[config.mk]
export PLATFORM = sky130hd
export DESIGN_NAME = uart_tx_serializer
export DESIGN_NICKNAME = d
export VERILOG_FILES = /design/src/rtl/uart_tx_serializer.sv
export SDC_FILE = /design/constraint.sdc
export NUM_CORES = 1
export LEC_CHECK = 0
export ABC_AREA = 1
export BUFFER_PORTS_ARGS = -buffer_cell sky130_fd_sc_hd__buf_2
export CORE_ASPECT_RATIO = 0.75
export CORE_MARGIN = 2
export CORE_UTILIZATION = 51
export DETAILED_ROUTE_END_ITERATION = 6
export GPL_ROUTABILITY_DRIVEN = 0
export PLACE_DENSITY = 0.76
export SYNTH_ARGS = -nofsm -noshare
export SYNTH_HDL_FRONTEND = slang
export SYNTH_SLANG_ARGS = --single-unit
[constraint.sdc]
create_clock -name clk -period 1.6 [get_ports clk]
set_input_delay 0.16 -clock clk [delete_from_list [all_inputs] [get_ports clk]]
set_output_delay 0.16 -clock clk [all_outputs]
set_load 0.02 [all_outputs]
[src/rtl/uart_tx_serializer.sv]
// uart_tx_serializer: byte-to-serial UART transmitter (8N1 by default).
// Takes one byte per new_data strobe while not busy and shifts it out
// LSB first on a registered tx pin: start bit, 8 data bits, stop bit.
// Each bit lasts CLK_PER_BIT clocks.
// Optional feature macro UART_TX_PARITY_EN: when defined, an even-parity
// bit is inserted after the data bits, which gives an 8E1 frame.
module uart_tx_serializer #(
  parameter int CLK_PER_BIT = 100,
  parameter int CTR_SIZE    = 7
) (
  input  logic       clk,
  input  logic       rst,
  input  logic [7:0] data,
  input  logic       new_data,
  input  logic       block,
  output logic       busy,
  output logic       tx
);

  localparam logic [2:0] S_IDLE   = 3'd0;
  localparam logic [2:0] S_START  = 3'd1;
  localparam logic [2:0] S_DATA   = 3'd2;
  localparam logic [2:0] S_STOP   = 3'd3;
`ifdef UART_TX_PARITY_EN
  localparam logic [2:0] S_PARITY = 3'd4;
`endif

  localparam logic [CTR_SIZE-1:0] CTR_LAST = CTR_SIZE'(CLK_PER_BIT - 1);

  logic [2:0]          state_q, state_d;
  logic [CTR_SIZE-1:0] ctr_q, ctr_d;
  logic [2:0]          idx_q, idx_d;
  logic [7:0]          data_q, data_d;
  logic                tx_q, tx_d;
  logic                block_q, block_d;
  logic                bit_done;

  assign bit_done = (ctr_q == CTR_LAST);
  assign block_d  = block;

  // Next-state, bit timing and output bit for the upcoming cycle
  always_comb begin
    state_d = state_q;
    ctr_d   = bit_done ? '0 : ctr_q + CTR_SIZE'(1);
    idx_d   = idx_q;
    data_d  = data_q;
    case (state_q)
      S_IDLE: begin
        ctr_d = '0;
        idx_d = '0;
        // block_q, not block: a block rising in this same cycle does not refuse the byte
        if (new_data && !block_q) begin
          data_d  = data;
          state_d = S_START;
        end
      end
      S_START: begin
        if (bit_done) begin
          idx_d   = '0;
          state_d = S_DATA;
        end
      end
      S_DATA: begin
        if (bit_done) begin
          if (idx_q == 3'd7) begin
`ifdef UART_TX_PARITY_EN
            state_d = S_PARITY;
`else
            state_d = S_STOP;
`endif
          end else begin
            idx_d = idx_q + 3'd1;
          end
        end
      end
`ifdef UART_TX_PARITY_EN
      S_PARITY: begin
        if (bit_done) state_d = S_STOP;
      end
`endif
      S_STOP: begin
        if (bit_done) state_d = S_IDLE;
      end
      default: begin
        state_d = S_IDLE;
        ctr_d   = '0;
        idx_d   = '0;
      end
    endcase

    // tx is registered, so it is computed from the state being entered;
    // this makes tx fall on the edge that accepts the byte
    case (state_d)
      S_START:  tx_d = 1'b0;
      S_DATA:   tx_d = data_d[idx_d];
`ifdef UART_TX_PARITY_EN
      S_PARITY: tx_d = ^data_d;
`endif
      default:  tx_d = 1'b1;
    endcase
  end

  // Control state; a reset abandons any frame at once and returns the line to idle
  always_ff @(posedge clk or negedge rst) begin
    if (!rst) begin
      state_q <= S_IDLE;
      ctr_q   <= '0;
      idx_q   <= '0;
      tx_q    <= 1'b1;
      block_q <= 1'b0;
    end else begin
      state_q <= state_d;
      ctr_q   <= ctr_d;
      idx_q   <= idx_d;
      tx_q    <= tx_d;
      block_q <= block_d;
    end
  end

  // Latched byte; only read outside IDLE, so it needs no reset
  always_ff @(posedge clk) begin
    data_q <= data_d;
  end

  assign busy = (state_q != S_IDLE) | block_q;
  assign tx   = tx_q;

endmodule

# [Word level (Yosys, flattened, before mapping)]
# Index checks and enable logic that the tools add are counted.
[word_totals] register_bits=23 latch_bits=0 ram_bits=0 rom_bits=0 input_bits=12 out_inout_bits=2 word_cells=39 mem_count=0
[classes] n_addsub=2 multipliers=0 div_mod_pow=0 n_lt_le_gt_ge=1 eq_ne=7 shifts=0 mux=17 bitwise=1 reduce_logical=5
[op_table] op="two-way mux 3 bit" count=8
[op_table] op="two-way mux 8 bit" count=2
[op_table] op="two-way mux 7 bit" count=2
[op_table] op="case mux 3 bit (4 select lines)" count=1
[op_table] op="== test 3 x 2 -> 1 bit, second input constant" count=3
[op_table] op="case mux 3 bit (3 select lines)" count=1
[op_table] op="adder 7 x 1 -> 7 bit, second input constant" count=1
[op_table] op="== test 7 bit, second input constant" count=1
[op_table] op="== test 3 x 1 -> 1 bit, second input constant" count=2
[op_table] op="< comparator 3 x 4 -> 1 bit, second input constant" count=1
[op_table] op="adder 3 x 1 -> 3 bit, second input constant" count=1
[op_table] op="binary-select mux 1 bit (select 3 bit)" count=1
[op_table] op="== test 3 bit, second input constant" count=1
[op_table] op="zero test 3 bit" count=1
[op_table] op="nonzero test 3 bit" count=1
[op_table] op="OR reduction 3 bit" count=1
[op_table] op="case mux 1 bit (2 select lines)" count=1
[op_table] op="logical AND 1 bit" count=1
[op_table] op="zero test 1 bit" count=1
[op_table] op="two-way mux 1 bit" count=1
[op_table] op="OR 1 bit" count=1

# [Logic depth before layout (Yosys ltp)]
[logic_depth] depth_word=7 depth_mapped=15 depth_no_buf=15

# [Worst setup path before layout]
# Ideal clock, no wire load.
[synth_timing] kind="register to register" from="reg idx_q[0]" to="reg tx_q (netlist: tx)" setup_ps=61 arrival_ps=1507 required_ps=1539 slack_ps=33 path_stages_with_launch=15 path_buffers=0 synth_period_minus_slack_ps=1567 path_cell_list="dfrtp_1 > ha_1 > nand2_1 > nand2_1 > nand2_1 > nand2_4 > nand3_4 > nand3_4 > nand2_1 > nand3_1 > nand2_1 > nand2_1 > nand2_1 > nand2_1 > nand2_1"
[synth_via] elab_chain_len=7 word_cells_on_any_way=14 classes_between="add/sub: 1; eq/ne: 3; mux: 10"
[synth_lines] element="from (decl)" line_no="32" text="logic [2:0] idx_q, idx_d;"
[synth_lines] element="from (signal assigned)" line_no="114" text="idx_q <= idx_d;"
[synth_lines] element="adder 3 x 1 -> 3 bit / == test 3 bit (equally long branches)" line_no="72, 65"
[synth_lines] element="two-way mux 3 bit" line_no="65" text="if (idx_q == 3'd7) begin"
[synth_lines] element="two-way mux 3 bit" line_no="64" text="if (bit_done) begin"
[synth_lines] element="case mux 3 bit (3 select lines) *" line_no="47" text="case (state_q)"
[synth_lines] element="named net idx_d[0]" line_no="32"
[synth_lines] element="binary-select mux 1 bit (select 3 bit) *" line_no="95" text="S_DATA: tx_d = data_d[idx_d];"
[synth_lines] element="two-way mux 1 bit (not written as such) *" line_no="95"
[synth_lines] element="case mux 1 bit (2 select lines) *" line_no="93" text="case (state_d)"
[synth_lines] element="named net tx_d" line_no="34" text="logic tx_q, tx_d;"
[synth_lines] element="to (signal assigned)" line_no="115" text="tx_q <= tx_d;"
[synth_lines] element="to (decl)" line_no="34"
# Mark *: on every way through the listed nets, which the timed path passes. The rest lies on a longest branch. The select of a mux whose other input is x is not followed.

# [Worst setup path in the final report]
[layout_timing] from="reg ctr_q[1]" to="reg tx_q (netlist: tx)"
[layout_via] elab_chain_len=6 word_cells_on_any_way=13 classes_between="eq/ne: 3; mux: 10"
[layout_lines] element="from (decl)" line_no="31" text="logic [CTR_SIZE-1:0] ctr_q, ctr_d;"
[layout_lines] element="from (signal assigned)" line_no="113" text="ctr_q <= ctr_d;"
[layout_lines] element="== test 7 bit *" line_no="38" text="assign bit_done = (ctr_q == CTR_LAST);"
[layout_lines] element="two-way mux 3 bit, on equally long branches" line_no="64, 58"
[layout_lines] element="case mux 3 bit (3 select lines) *" line_no="47"
[layout_lines] element="named net idx_d[0]" line_no="32"
[layout_lines] element="binary-select mux 1 bit (select 3 bit) *" line_no="95"
[layout_lines] element="two-way mux 1 bit (not written as such) *" line_no="95"
[layout_lines] element="case mux 1 bit (2 select lines) *" line_no="93"
[layout_lines] element="named net tx_d" line_no="34"
# Marked as above.

==> impl_metrics.xml <==
<?xml version="1.0" encoding="UTF-8"?>
<metrics>
  <group name="global_route">
    <metric name="grt.total_usage" unit="%">19.68</metric>
    <metric name="grt_antenna_before_repair" unit="">0</metric>
    <metric name="grt_max_degree" unit="">16</metric>
    <metric name="grt_first_pass_wirelength" unit="µm">4471</metric>
    <metric name="grt_pass1_vias" unit="">1044</metric>
    <metric name="grt_remaining_overflow" unit="">0</metric>
  </group>
  <group name="logic_synthesis">
    <metric name="yosys.cell_types.count" unit="">33</metric>
    <metric name="ys_warns" unit="">0</metric>
    <metric name="post_synthesis_share_of_cell_area_spent_on_and_or_nand_and_nor_gates" unit="%">38.78</metric>
    <metric name="post_synthesis_compound_gate_area_fraction" unit="%">7.832</metric>
    <metric name="netlist_instances" unit="">164</metric>
    <metric name="synth.cell_area" unit="µm²">1310</metric>
    <metric name="synth_largest_type_area_fraction" unit="%">26.74</metric>
    <metric name="dominant_combinational_cell_family_by_area_after_synthesis" unit="">simple AND/OR/NAND/NOR gates</metric>
    <metric name="synth-adder-area-share" unit="%">1.910</metric>
    <metric name="synth-xor-area-share" unit="%">1.337</metric>
    <metric name="post_synth_mux_area_share" unit="%">0</metric>
    <metric name="ys_seq_elements" unit="">23</metric>
    <metric name="average_size_of_a_mapped_cell" unit="µm²">7.988</metric>
    <metric name="synth.area.top_cells" unit="">dfrtp_1, dfxtp_1, nand2_1, inv_1, nand3_4</metric>
    <metric name="synth.net_count" unit="">178</metric>
    <metric name="yosys.area.top_type" unit="">dfrtp_1</metric>
    <metric name="yosysSeqAreaShare" unit="%">40.97</metric>
  </group>
  <group name="timing">
    <metric name="period_needed" unit="ns">1.590</metric>
    <metric name="clock_skew" unit="ns">0.003872</metric>
    <metric name="timing_max_transition_violations_final" unit="">0</metric>
    <metric name="max_freq" unit="MHz">628.9</metric>
    <metric name="rsz0062_at_grt" unit="">yes</metric>
    <metric name="portion_of_the_clock_cycle_consumed_by_the_worst_path_in_the_final_layout" unit="%">99.38</metric>
    <metric name="timing_hold_violations_final" unit="">0</metric>
    <metric name="setup-tns-final" unit="ns">0</metric>
    <metric name="setup_violations" unit="">0</metric>
  </group>
  <group name="status">
    <metric name="status" unit="">completed</metric>
  </group>
  <group name="floorplan">
    <metric name="chip_width" unit="µm">62.52</metric>
    <metric name="chipHeight" unit="µm">47.89</metric>
    <metric name="die-area" unit="µm²">2994</metric>
    <metric name="boundaryPins" unit="">14</metric>
    <metric name="total_number_of_placement_rows" unit="">15</metric>
    <metric name="start_util" unit="%">55.40</metric>
    <metric name="core" unit="µm²">2365</metric>
  </group>
  <group name="drt">
    <metric name="drt-wirelength-per-cell" unit="µm">11.57</metric>
    <metric name="detail_route.drc_violations" unit="">0</metric>
    <metric name="initial_drt_markers" unit="">37</metric>
    <metric name="detail_route.first_pass.iterations" unit="">4</metric>
    <metric name="avgViaCountPerCell" unit="">4.917</metric>
    <metric name="detail-route-antenna-nets" unit="">0</metric>
    <metric name="route.vias.total" unit="">1131</metric>
    <metric name="wirelength" unit="µm">2660</metric>
  </group>
  <group name="cts">
    <metric name="clock_sinks" unit="">23</metric>
    <metric name="cts_root_buffer" unit="">clkbuf_4</metric>
    <metric name="clk-insertion-delay-late" unit="ns">0.30</metric>
    <metric name="tritoncts" unit="">yes</metric>
    <metric name="cts.reportedPaths.clkPinSlew" unit="ns">0.12</metric>
    <metric name="htreeDepth" unit="">1</metric>
    <metric name="cts-root-to-sink-buffers" unit="">2</metric>
    <metric name="cts_made_buffers" unit="">3</metric>
  </group>
  <group name="final_layout">
    <metric name="layout.cells.most_common" unit="">nand2_1</metric>
    <metric name="most-common-layout-cells" unit="">nand2_1, inv_1, dfrtp_1, buf_2, buf_4</metric>
    <metric name="footprint_of_the_multi_input_gates" unit="µm²">718.2</metric>
    <metric name="seq_area" unit="µm²">536.8</metric>
    <metric name="num_antenna_cells" unit="">0</metric>
    <metric name="total_number_of_nets_in_the_final_design" unit="">211</metric>
    <metric name="final.fill_count" unit="">218</metric>
    <metric name="instances_no_fill" unit="">230</metric>
    <metric name="syn2layout_area_growth" unit="%">23.97</metric>
    <metric name="drive_above_1_share" unit="%">34.18</metric>
  </group>
  <group name="run">
    <metric name="cap_viol_max_count" unit="">0</metric>
  </group>
  <group name="worst_setup_path">
    <metric name="startpoint_type" unit="">flop</metric>
    <metric name="cpMostUsedCell" unit="">nand2_1</metric>
    <metric name="crit_type" unit="">reg -&gt; reg</metric>
    <metric name="timing.critical_path.slowest_cell_delay" unit="ns">0.41</metric>
    <metric name="worst-path-max-fanout" unit="">7</metric>
    <metric name="slowest_stage" unit="">dfrtp_1</metric>
    <metric name="path_cells" unit="">ha_4 -&gt; nand2_1 -&gt; inv_1 -&gt; nand3_4 -&gt; nand2_2 -&gt; nand3_4 -&gt; nand3_4 -&gt; nand2_1 -&gt; nand3_1 -&gt; nand2_1 -&gt; nand2_1 -&gt; nand2_1 -&gt; nand2_1 -&gt; nand2_1</metric>
    <metric name="worstPathRequired" unit="ns">1.84</metric>
    <metric name="cp.arrival" unit="ns">1.83</metric>
    <metric name="critical_path.endpoint_type" unit="">flop</metric>
  </group>
  <group name="place">
    <metric name="dpl.cell_count" unit="">220</metric>
    <metric name="hpwl" unit="µm">2107</metric>
    <metric name="buffer_ports.inserted" unit="">13</metric>
  </group>
  <group name="pwr">
    <metric name="powerDensity" unit="nW/µm²">672.2</metric>
    <metric name="vdd_ir_drop_max" unit="mV">0.5923</metric>
    <metric name="cellLeakagePower" unit="µW">0.0008310</metric>
  </group>
  <group name="worst_hold_path">
    <metric name="timing.hold.worst.class" unit="">in -&gt; reg</metric>
  </group>
</metrics>
-- what timing repair did --
item                                    in CTS  in global routing
hold endpoints to repair                    15                  0
gates resized for setup                     11                  6
hold buffers                                 2                  0
setup buffers                                3                  1
endpoints found under the setup margin       1                  1
pin swaps                                    4                  1
-- where the power goes --
part / internal, µW / total (µW) / switching, µW / leakage [µW]
clock network: 93.2 / 259 / 166 / 0.0000177
registers: 631 / 649 / 18.2 / 0.000268
logic: 77.6 / 183 / 106 / 0.000546
-- final timing paths --
kind	from	slack (ns)	depth (start not counted)	end
max	ctr_q[1]	0.01	14	tx
min	data[0]	0.06	3	data_q[0]
max reg2reg	ctr_q[1]	0.01	14	tx
min reg2reg	data_q[3]	0.48	2	data_q[3]
max in group asynchronous	rst	1.04	2	tx
min in group asynchronous	rst	0.27	2	ctr_q[3]
-- metrics by stage --
step	hold WS [ns]	total power, µW	cell area (µm²)	worst slack [ns]	utilization [%]
detailed placement	0.07606	825.3	1481	-0.07574	62.65
CTS	0.04991	1105	1594	0.003573	67.41
floorplan	-0.1356	765.4	1310	0.03251	-
global placement	0.07573	818.8	1481	-0.01536	62.65
finish	0.06283	1092	1624	0.009978	68.68
global route	0.04754	1163	1624	-0.1057	68.68
-- critical path: cells and delay by family, from the launching register on --
kind	cells	cell delay, ns
adder cells (fa/ha/maj)	1	0.17
buffers and inverters	1	0.09
flip-flops	1	0.41
AND/OR/NAND/NOR	12	0.87
-- flip-flops by register name, indices dropped and copies added, names as in the netlist --
register and cells:
block_q 1, state_q 3, data_q 8, idx_q 3, tx 1, ctr_q 7
-- area by class of cell --
type                            instances  share of cell area [%]
Multi-Input combinational cell        112                   44.22
Sequential cell                        23                   33.05
Timing Repair Buffer                   29                   11.94
Inverter                               28                   6.471
Tap cell                               34                   2.619
Clock buffer                            3                   1.387
Clock inverter                          1                  0.3082
-- cell usage after synthesis (all sizes together) --
cell type / n
or2: 4
xor2: 1
and3: 1
nor3: 1
nand2: 43
nor3b: 2
nor2: 18
inv: 28
xnor2: 1
dfxtp: 8
buf: 1
a21oi: 3
nand3b: 1
o311ai: 1
nand4: 4
dfrtp: 14
conb: 1
dfstp: 1
a21boi: 1
o21ai: 12
ha: 2
nand3: 16
-- kinds of logic after synthesis --
kind of cell / count (synthesis)
and+or+nand+nor: 90
adders and majority gates: 2
AOI/OAI and AO/OA: 17
other: 1
xor gates and xnor gates: 2
DFF: 23
buffers and inverters: 29
-- metal layers --
layer	up-vias	global-route usage [%]	share of wire [%]
met3	4	5.176	4.0
met4	0	4.889	0.86
met5	-	0	0
met2	20	33.76	46
li1	585	-	-
met1	522	25.80	49
No activity file was read; power rests on OpenSTA's default activity.
